--- src/rtl/display_pkg.sv ---
// Shared scan-state encodings and 7-segment glyphs for the BCD display path.
// Pure definitions, no latency or flow control.
package display_pkg;

   typedef enum logic [1:0] {
      S_UNITS   = 2'd0,
      S_GUARD_U = 2'd1,
      S_TENS    = 2'd2,
      S_GUARD_T = 2'd3
   } scan_state_t;

   // Active-high glyphs, bit order {a,b,c,d,e,f,g}
   localparam logic [6:0] SEG_0   = 7'h7E;
   localparam logic [6:0] SEG_1   = 7'h30;
   localparam logic [6:0] SEG_2   = 7'h6D;
   localparam logic [6:0] SEG_3   = 7'h79;
   localparam logic [6:0] SEG_4   = 7'h33;
   localparam logic [6:0] SEG_5   = 7'h5B;
   localparam logic [6:0] SEG_6   = 7'h5F;
   localparam logic [6:0] SEG_7   = 7'h70;
   localparam logic [6:0] SEG_8   = 7'h7F;
   localparam logic [6:0] SEG_9   = 7'h7B;
   localparam logic [6:0] SEG_E   = 7'h4F;
   localparam logic [6:0] SEG_OFF = 7'h00;

   function automatic int max2(input int a, input int b);
      return (a > b) ? a : b;
   endfunction

endpackage

--- src/rtl/bcd_to_7seg.sv ---
// Combinational BCD digit to active-high 7-segment glyph; zero latency.
// No flow control; non-BCD codes render as 'E'.
module bcd_to_7seg
   import display_pkg::*;
(
   input  logic [3:0] i_digit,
   output logic [6:0] o_seg
);

   always_comb begin
      o_seg = SEG_E;
      case (i_digit)
         4'd0:    o_seg = SEG_0;
         4'd1:    o_seg = SEG_1;
         4'd2:    o_seg = SEG_2;
         4'd3:    o_seg = SEG_3;
         4'd4:    o_seg = SEG_4;
         4'd5:    o_seg = SEG_5;
         4'd6:    o_seg = SEG_6;
         4'd7:    o_seg = SEG_7;
         4'd8:    o_seg = SEG_8;
         4'd9:    o_seg = SEG_9;
         default: o_seg = SEG_E;
      endcase
   end

endmodule

--- src/rtl/display_bcd_2dig_mux.sv ---
// Two-digit multiplexed 7-segment driver; outputs registered, one cycle behind the scan state.
// Free-running scan with no backpressure; digits captured once per frame to avoid tearing.
module display_bcd_2dig_mux
   import display_pkg::*;
#(
   parameter int REFRESH_DIV    = 50000,
   parameter int GUARD_CYC      = 16,
   parameter int BLINK_FRAMES   = 25,
   parameter bit SEG_ACTIVE_LOW = 1'b1,
   parameter bit DIG_ACTIVE_LOW = 1'b1
)(
   input  logic       clock,
   input  logic       reset,
   input  logic [3:0] units,
   input  logic [3:0] tens,
   input  logic       blank_lz,
   input  logic       blink_en,
   output logic [6:0] seg,
   output logic       dp,
   output logic [1:0] dig,
   output logic       err
);

   localparam int CNT_W = ($clog2(max2(REFRESH_DIV, GUARD_CYC)) < 1) ? 1
                        : $clog2(max2(REFRESH_DIV, GUARD_CYC));
   localparam int FRM_W = ($clog2(BLINK_FRAMES + 1) < 1) ? 1 : $clog2(BLINK_FRAMES + 1);

   localparam logic [CNT_W-1:0] REFRESH_LAST = CNT_W'(REFRESH_DIV - 1);
   localparam logic [CNT_W-1:0] GUARD_LAST   = CNT_W'(GUARD_CYC - 1);
   localparam logic [FRM_W-1:0] FRM_LAST     = FRM_W'(BLINK_FRAMES - 1);

   localparam logic [6:0] SEG_UNLIT = SEG_ACTIVE_LOW ? 7'h7F : 7'h00;
   localparam logic       DP_UNLIT  = SEG_ACTIVE_LOW;
   localparam logic [1:0] DIG_IDLE  = DIG_ACTIVE_LOW ? 2'b11 : 2'b00;

   scan_state_t      r_state;
   scan_state_t      w_next_state;
   logic [CNT_W-1:0] r_cnt;
   logic [3:0]       r_units;
   logic [3:0]       r_tens;
   logic             r_err;
   logic             r_phase_on;
   logic [FRM_W-1:0] r_frm;
   logic [6:0]       r_seg;
   logic             r_dp;
   logic [1:0]       r_dig;

   logic             w_lit_slot;
   logic             w_last;
   logic             w_capture;
   logic             w_lit_ok;
   logic             w_show_u;
   logic             w_show_t;
   logic [3:0]       w_sel_digit;
   logic [6:0]       w_glyph;
   logic [6:0]       w_seg_act;
   logic [1:0]       w_dig_act;

   assign w_lit_slot = (r_state == S_UNITS) || (r_state == S_TENS);
   assign w_last     = w_lit_slot ? (r_cnt == REFRESH_LAST) : (r_cnt == GUARD_LAST);
   assign w_capture  = (r_state == S_GUARD_T) && w_last;

   always_comb begin
      w_next_state = S_UNITS;
      case (r_state)
         S_UNITS:   w_next_state = S_GUARD_U;
         S_GUARD_U: w_next_state = S_TENS;
         S_TENS:    w_next_state = S_GUARD_T;
         S_GUARD_T: w_next_state = S_UNITS;
         default:   w_next_state = S_UNITS;
      endcase
   end

   always_ff @(posedge clock or negedge reset) begin
      if (!reset) begin
         r_state <= S_UNITS;
         r_cnt   <= '0;
      end else if (w_last) begin
         r_state <= w_next_state;
         r_cnt   <= '0;
      end else begin
         r_cnt   <= r_cnt + 1'b1;
      end
   end

   // Digits and error flag only move at the frame boundary so a frame never mixes old and new values.
   always_ff @(posedge clock or negedge reset) begin
      if (!reset) begin
         r_units <= '0;
         r_tens  <= '0;
         r_err   <= 1'b0;
      end else if (w_capture) begin
         r_units <= units;
         r_tens  <= tens;
         r_err   <= (units > 4'd9) || (tens > 4'd9);
      end
   end

   always_ff @(posedge clock or negedge reset) begin
      if (!reset) begin
         r_phase_on <= 1'b1;
         r_frm      <= '0;
      end else if (!blink_en) begin
         r_phase_on <= 1'b1;
         r_frm      <= '0;
      end else if (w_capture) begin
         if (r_frm == FRM_LAST) begin
            r_phase_on <= ~r_phase_on;
            r_frm      <= '0;
         end else begin
            r_frm      <= r_frm + 1'b1;
         end
      end
   end

   assign w_sel_digit = (r_state == S_TENS) ? r_tens : r_units;

   bcd_to_7seg u_dec (
      .i_digit (w_sel_digit),
      .o_seg   (w_glyph)
   );

   // blink_en is used live so dropping it re-lights the display on the very next edge.
   assign w_lit_ok  = !blink_en || r_phase_on;
   assign w_show_u  = (r_state == S_UNITS) && w_lit_ok;
   assign w_show_t  = (r_state == S_TENS) && w_lit_ok && !(blank_lz && (r_tens == 4'd0));
   assign w_dig_act = {w_show_t, w_show_u};
   assign w_seg_act = (w_show_t || w_show_u) ? w_glyph : SEG_OFF;

   always_ff @(posedge clock or negedge reset) begin
      if (!reset) begin
         r_seg <= SEG_UNLIT;
         r_dp  <= DP_UNLIT;
         r_dig <= DIG_IDLE;
      end else begin
         r_seg <= SEG_ACTIVE_LOW ? ~w_seg_act : w_seg_act;
         r_dp  <= DP_UNLIT;
         r_dig <= DIG_ACTIVE_LOW ? ~w_dig_act : w_dig_act;
      end
   end

   assign seg = r_seg;
   assign dp  = r_dp;
   assign dig = r_dig;
   assign err = r_err;

endmodule

--- config.mk ---
export PLATFORM = sky130hd
export DESIGN_NAME = display_bcd_2dig_mux
export DESIGN_NICKNAME = d
export VERILOG_FILES = /design/src/rtl/display_pkg.sv /design/src/rtl/bcd_to_7seg.sv /design/src/rtl/display_bcd_2dig_mux.sv
export SDC_FILE = /design/constraint.sdc
export NUM_CORES = 1
export LEC_CHECK = 0
export CAP_MARGIN = 20
export CORE_ASPECT_RATIO = 0.6
export CORE_UTILIZATION = 60
export CTS_BUF_LIST = sky130_fd_sc_hd__clkbuf_4 sky130_fd_sc_hd__clkbuf_8
export CTS_CLUSTER_SIZE = 10
export DETAILED_ROUTE_END_ITERATION = 6
export PLACE_DENSITY_LB_ADDON = 0.12
export SLEW_MARGIN = 15
export SYNTH_ARGS = -nofsm -noshare
export SYNTH_HDL_FRONTEND = slang
export SYNTH_SLANG_ARGS = --single-unit
--- constraint.sdc ---
create_clock -name clock -period 3.49 [get_ports clock]
set_input_delay 0.8725 -clock clock [delete_from_list [all_inputs] [get_ports clock]]
set_output_delay 0.8725 -clock clock [all_outputs]
set_load 0.01 [all_outputs]
# ---- Word level (Yosys, flattened, before mapping)
# Memory sizes are Yosys's and may differ from the RTL's.
# Cells that the tools add are included.
dict set report op_classes {
  add_sub_neg 2
  shift 0
  n_reduce_logical 14
  order_cmp 2
  n_mul 0
  mux 11
  bitwise_logic 3
  div_mod_pow 0
  eq_ne 8
}
# op count
set op_table {}
lappend op_table {{$add A16 B1 Y16 const B} 1}
lappend op_table {{$eq A16 B16 Y1 const B} 1}
lappend op_table {{$eq A16 B4 Y1 const B} 1}
lappend op_table {{$mux W16} 1}
lappend op_table {{$mux W5} 3}
lappend op_table {{$gt A4 B4 Y1 const B} 2}
lappend op_table {{$pmux W2 S4} 1}
lappend op_table {{$mux W7} 1}
lappend op_table {{$not A7 Y7} 1}
lappend op_table {{$add A5 B1 Y5 const B} 1}
lappend op_table {{$eq A5 B5 Y1 const B} 1}
lappend op_table {{$logic_and A1 B1 Y1} 5}
lappend op_table {{$eq A2 B2 Y1 const B} 2}
lappend op_table {{$logic_not A4 Y1} 1}
lappend op_table {{$logic_or A1 B1 Y1} 4}
lappend op_table {{$mux W1} 4}
lappend op_table {{$mux W4} 1}
lappend op_table {{$ne A2 B1 Y1 const B} 2}
lappend op_table {{$eq A2 B1 Y1 const B} 1}
lappend op_table {{$logic_not A1 Y1} 2}
lappend op_table {{$logic_not A2 Y1} 1}
lappend op_table {{$not A2 Y2} 1}
lappend op_table {{$reduce_and A2 Y1} 1}
lappend op_table {{$not A1 Y1} 1}
dict set report word_totals {
  output_inout_bits 11
  ff_bits 42
  rom_bits 112
  memories 1
  latchBits 0
  elab_cells 50
  mem_bits_rw 0
}
# memory words word_bits rd rd_ports_with_merged_regs write_ports line
set memory_table {}
lappend memory_table {{(no name shown)} 16 7 1 0 0 bcd_to_7seg.sv:12} ;# case (i_digit)

# ---- Logic depth before layout (Yosys ltp)
dict set report logic_depth {
  word_depth 7
  ltp_mapped 9
  depth_no_buf 8
}

# ---- Hierarchy
# Synthesis repeated with hierarchy kept, for this count alone.
dict set report hier_totals {
  cells_unflattened 201
  hier_area_um2 2235.9
}
# mod area_per_inst_um2 instances cells_each
set by_module_without_submodules {}
lappend by_module_without_submodules {display_bcd_2dig_mux 2045.7 1 175}
lappend by_module_without_submodules {bcd_to_7seg 190.2 1 26}

# ---- Worst setup path after synthesis
# Ideal clock, no wire load.
dict set report synth_timing {
  path_kind {register to register}
  startpoint {reg r_state[0]}
  endpoint {reg r_seg[3] (netlist: seg[3])}
  arrival_time_ps 1903
  stages_incl_launch_ff 10
  setup_ps 62
  synth_period_minus_slack_ps 1964
  slack_ps 1526
  cell_sequence {dfrtp_1 -> inv_1 -> ha_1 -> clkbuf_1 -> mux2_2 -> inv_1 -> ha_1 -> a21oi_1 -> o21ai_0 -> nand2_1}
}
dict set report synth_via {
  elab_chain_len 6
  word_cells_on_any_way 10
}
# item line
set synth_rtl {}
lappend synth_rtl {{from (decl)} display_bcd_2dig_mux.sv:36} ;# scan_state_t r_state;
lappend synth_rtl {{from (signal assigned)} display_bcd_2dig_mux.sv:79} ;# r_state <= w_next_state;
lappend synth_rtl {{branches (longest 4 deep; another with $mem_v2 Z16 W7)} n/a}
lappend synth_rtl {{$mux W7 (*)} display_bcd_2dig_mux.sv:128} ;# assign w_seg_act = (w_show_t || w_show_u) ? w_glyph : SEG_OFF;
lappend synth_rtl {{$not A7 Y7 (*)} display_bcd_2dig_mux.sv:136} ;# r_seg <= SEG_ACTIVE_LOW ? ~w_seg_act : w_seg_act;
lappend synth_rtl {{to (signal assigned)} display_bcd_2dig_mux.sv:136}
lappend synth_rtl {{to (decl)} display_bcd_2dig_mux.sv:44} ;# logic [6:0] r_seg;
# Every way passes the cells marked *.
# A chain may end at the register's enable or synchronous reset.

# ---- Final worst setup path
dict set report layout_timing {
  startpoint {reg r_cnt[8]}
  endpoint {reg r_state[1]}
}
dict set report layout_via {
  elab_chain_len 2
  word_cells_on_any_way 3
}
# item line
set layout_rtl {}
lappend layout_rtl {{from (decl)} display_bcd_2dig_mux.sv:38} ;# logic [CNT_W-1:0] r_cnt;
lappend layout_rtl {{from (signal assigned)} display_bcd_2dig_mux.sv:82} ;# r_cnt <= r_cnt + 1'b1;
lappend layout_rtl {{$eq A16 B4 Y1 or $eq A16 B16 Y1 (tied branches)} display_bcd_2dig_mux.sv:60} ;# assign w_last = w_lit_slot ? (r_cnt == REFRESH_LAST) : (r_cnt == GUARD_LAST);
lappend layout_rtl {{$mux W1 (*)} display_bcd_2dig_mux.sv:60}
# Mark *: on every way between the ends. The rest lies on a longest branch, timed or not.

==> metrics <==
final hold violation count=0; RR Startpoint=r_cnt[8]; All-Layer GR Usage=0.249; core footprint=0.00338 mm2; DR iter-0 viols=140; Clock transition at path regs=approximately 80 ps; Sink Count=42; ANT nets after route=0; post-synthesis to final-layout area growth=15.1%; Post-CTS Setup Inserts=0; HP Class=flop to flop; hpwl dp=between 3 and 4 mm; Cell Pwr Density=between 300 and 400 mW/mm2; slowest stage delay, CP=slightly above 800 ps; crit-path leading delay family=simple AND/OR/NAND/NOR gates; Multi-input gate area=about 0.0011 mm2; CP arrival=~2600 ps; root buffer cell=clkbuf_8; CP required=around 3700 ps; Crit-path slowest cell=nor2_1; DIE WIDTH=between 80 and 90 um; Max-Cap Viols=0; largest net degree at the start of global routing=43; gpl congestion=roughly 0.84; final worst slack=between 1000 and 1500 ps; initial antenna violation count=0; routed via count=roughly 1600; Cell Count, Final, Fillers Out=between 200 and 300; minimum clock period=2400 ps; Initial Utilization=0.654; Inst Count DP=256; Max Slew Vio Count=0; drt via density=just under 6; TritonCTS clock tree=built; layout cells sized above 1=0.205; critical path endpoint category=flop; first-pass GRT wire length=about 7.2 mm; vias in the first global route=around 1600; Yosys warning count=0; max frequency=roughly 420 MHz; buffer depth of the longest clock path=2; hold buffer count at CTS=0; pre-CTS setup slack=967 ps; Rows=16; Post-layout nets=approximately 240; critical path startpoint category=flop; total wire length=about 4.3 mm; # port buffers=21; Mapped Area=~0.0022 mm2; Post-synth EDFFs=0; drt wl/cell=16.1 um; Peak VDD IR=about 0.00024 V; worst-skew pair later-pin latency=300 ps; final core area utilization=0.753; mean post-synth cell area=11.3 um2; r2r setup slk=between 1000 and 1500 ps; worst reg2reg path depth=4; hold_sp=r_cnt[0]; die area=slightly below 0.004 mm2; final worst path period share=0.688; TritonRoute pass-1 iters=4; Synth top area share=0.362; hold depth=1; ANT cells=0; setup violators final=0; clock skew=7.99 ps; reg-to-reg endpoint=r_state[1]; htree depth=2; Max FO, Critical Path=11; hold path endpoint=r_cnt[0]; Setup TNS Final=0 ps; Yosys top cell by area=dfrtp_1; Netlist cell types=between 40 and 50; ranking of synthesized cells by area=dfrtp_1 36%, dfstp_2 12%, mux2_2 7.6%; Yosys reg bits=between 40 and 50; gr ovfl total=0; Residual DRC=0; status=completed; ys flop type=dfrtp_1; crit path cell chain=nor4b_2 -> mux2i_1 -> nor2_1 -> mux2_2; Worst-Margin Slew=approximately 890 ps; register area=roughly 0.0011 mm2; Fillers=210; I/O pin count=23; Bufs and invs on worst path=0; CTS Buf Count=5; die extent in y=just under 50 um; Max-slew headroom=0.391; Post-Syn Nets=220; sequential-to-total area share from yosys stat=0.480; ys async rst share=1.00; RSZ-0062 raised after global routing=no; Tot Pwr=between 0.8 and 0.9 mW; Mapped Cells=between 150 and 200; post_cts resized=0; crit path kind=flop to flop; static leakage power=between 1 and 1.5 nW
[state kept, by name (all words and copies together), names as in the netlist]
register,count
r_state,2
r_tens,4
r_frm,5
r_units,4
err,1
r_phase_on,1
seg,7
r_cnt,16
dig,2
[layout by cell type, fill, tap and decap left out, types with 2 or more instances in the layout]
| master | count |
|---|---|
| clkinv_2 | 2 |
| nand3_1 | 7 |
| or4_1 | 2 |
| nor4b_2 | 2 |
| inv_1 | 8 |
| ha_1 | 12 |
| dfstp_2 | 10 |
| a21oi_1 | 5 |
| mux2_2 | 15 |
| nand2_1 | 17 |
| clkbuf_8 | 5 |
| xor2_1 | 6 |
| nor2_1 | 13 |
| xnor2_1 | 7 |
| mux2i_1 | 5 |
| o21ai_0 | 8 |
| o21a_1 | 2 |
| nor3_1 | 7 |
| o221a_2 | 2 |
| o211ai_1 | 2 |
| o31ai_1 | 2 |
| and3_1 | 2 |
| nand4_1 | 3 |
| clkdlybuf4s50_1 | 20 |
| nor2b_1 | 2 |
| dfrtp_1 | 32 |
[layer usage]
metal / global-route usage / wire length [um]
met2: 0.377 / 1840
met5: 0 / 0
met4: 0.0893 / 59
met3: 0.0673 / 214
met1: 0.345 / 2130
[worst register-to-register path, delay by kind of cell, from the launching register on]
family	cells	cell delay, ps
flops	1	460
mux	2	730
simple gates	2	1100
[worst max path at each step]
| stage | slack, ps | start | cells past startpoint | end |
|---|---|---|---|---|
| CTS | 1160 | r_cnt[8] | 4 | r_state[1] |
| global route | 1060 | r_cnt[0] | 5 | r_state[1] |
| detailed placement | 970 | blank_lz | 5 | seg[4] |
| global placement | 990 | blank_lz | 5 | seg[4] |
| finish | 1090 | r_cnt[8] | 4 | r_state[1] |
| floorplan | 1530 | r_state[0] | 9 | seg[3] |
[Yosys cell counts, drive strengths merged, types with 6 or more instances]
| cell | instances |
|---|---|
| nor2 | 14 |
| nand2 | 17 |
| xnor2 | 7 |
| ha | 12 |
| dfrtp | 32 |
| o21ai | 8 |
| xor2 | 6 |
| dfstp | 10 |
| inv | 8 |
| nand3 | 9 |
| nor3 | 7 |
| mux2 | 15 |
[logic make-up after synthesis]
logic type | Yosys count | synth area share
DFF | 42 | 0.480
AOI/OAI and AO/OA | 25 | 0.0763
xor gates and xnor gates | 13 | 0.0514
buffers and inverters | 14 | 0.0300
other | 1 | 0.00169
muxes | 20 | 0.0989
and+or+nand+nor | 69 | 0.193
adders and majority gates | 12 | 0.0678
[through the flow]
step                hold slack, ps  instance area, um2
CTS                            506                2550
floorplan                      456                2210
global placement               484                2440
detailed placement             494                2440
finish                         504                2550
global route                   532                2550
[final cells by class]
| class | instances | share of cell area |
|---|---|---|
| Tap cell | 45 | 0.0221 |
| Clock buffer | 5 | 0.0270 |
| Sequential cell | 42 | 0.417 |
| Multi-Input combinational cell | 140 | 0.425 |
| Timing Repair Buffer | 21 | 0.0806 |
| Inverter | 8 | 0.0118 |
| Clock inverter | 3 | 0.0157 |
[power breakdown]
part,total (mW),internal [mW],switching [mW]
combinational,0.0258,0.0119,0.0140
clock,0.381,0.211,0.171
sequential,0.487,0.487,0.0000000000000000987
total,0.894,0.709,0.185
Note: power is estimated with default switching activity, not from simulation.
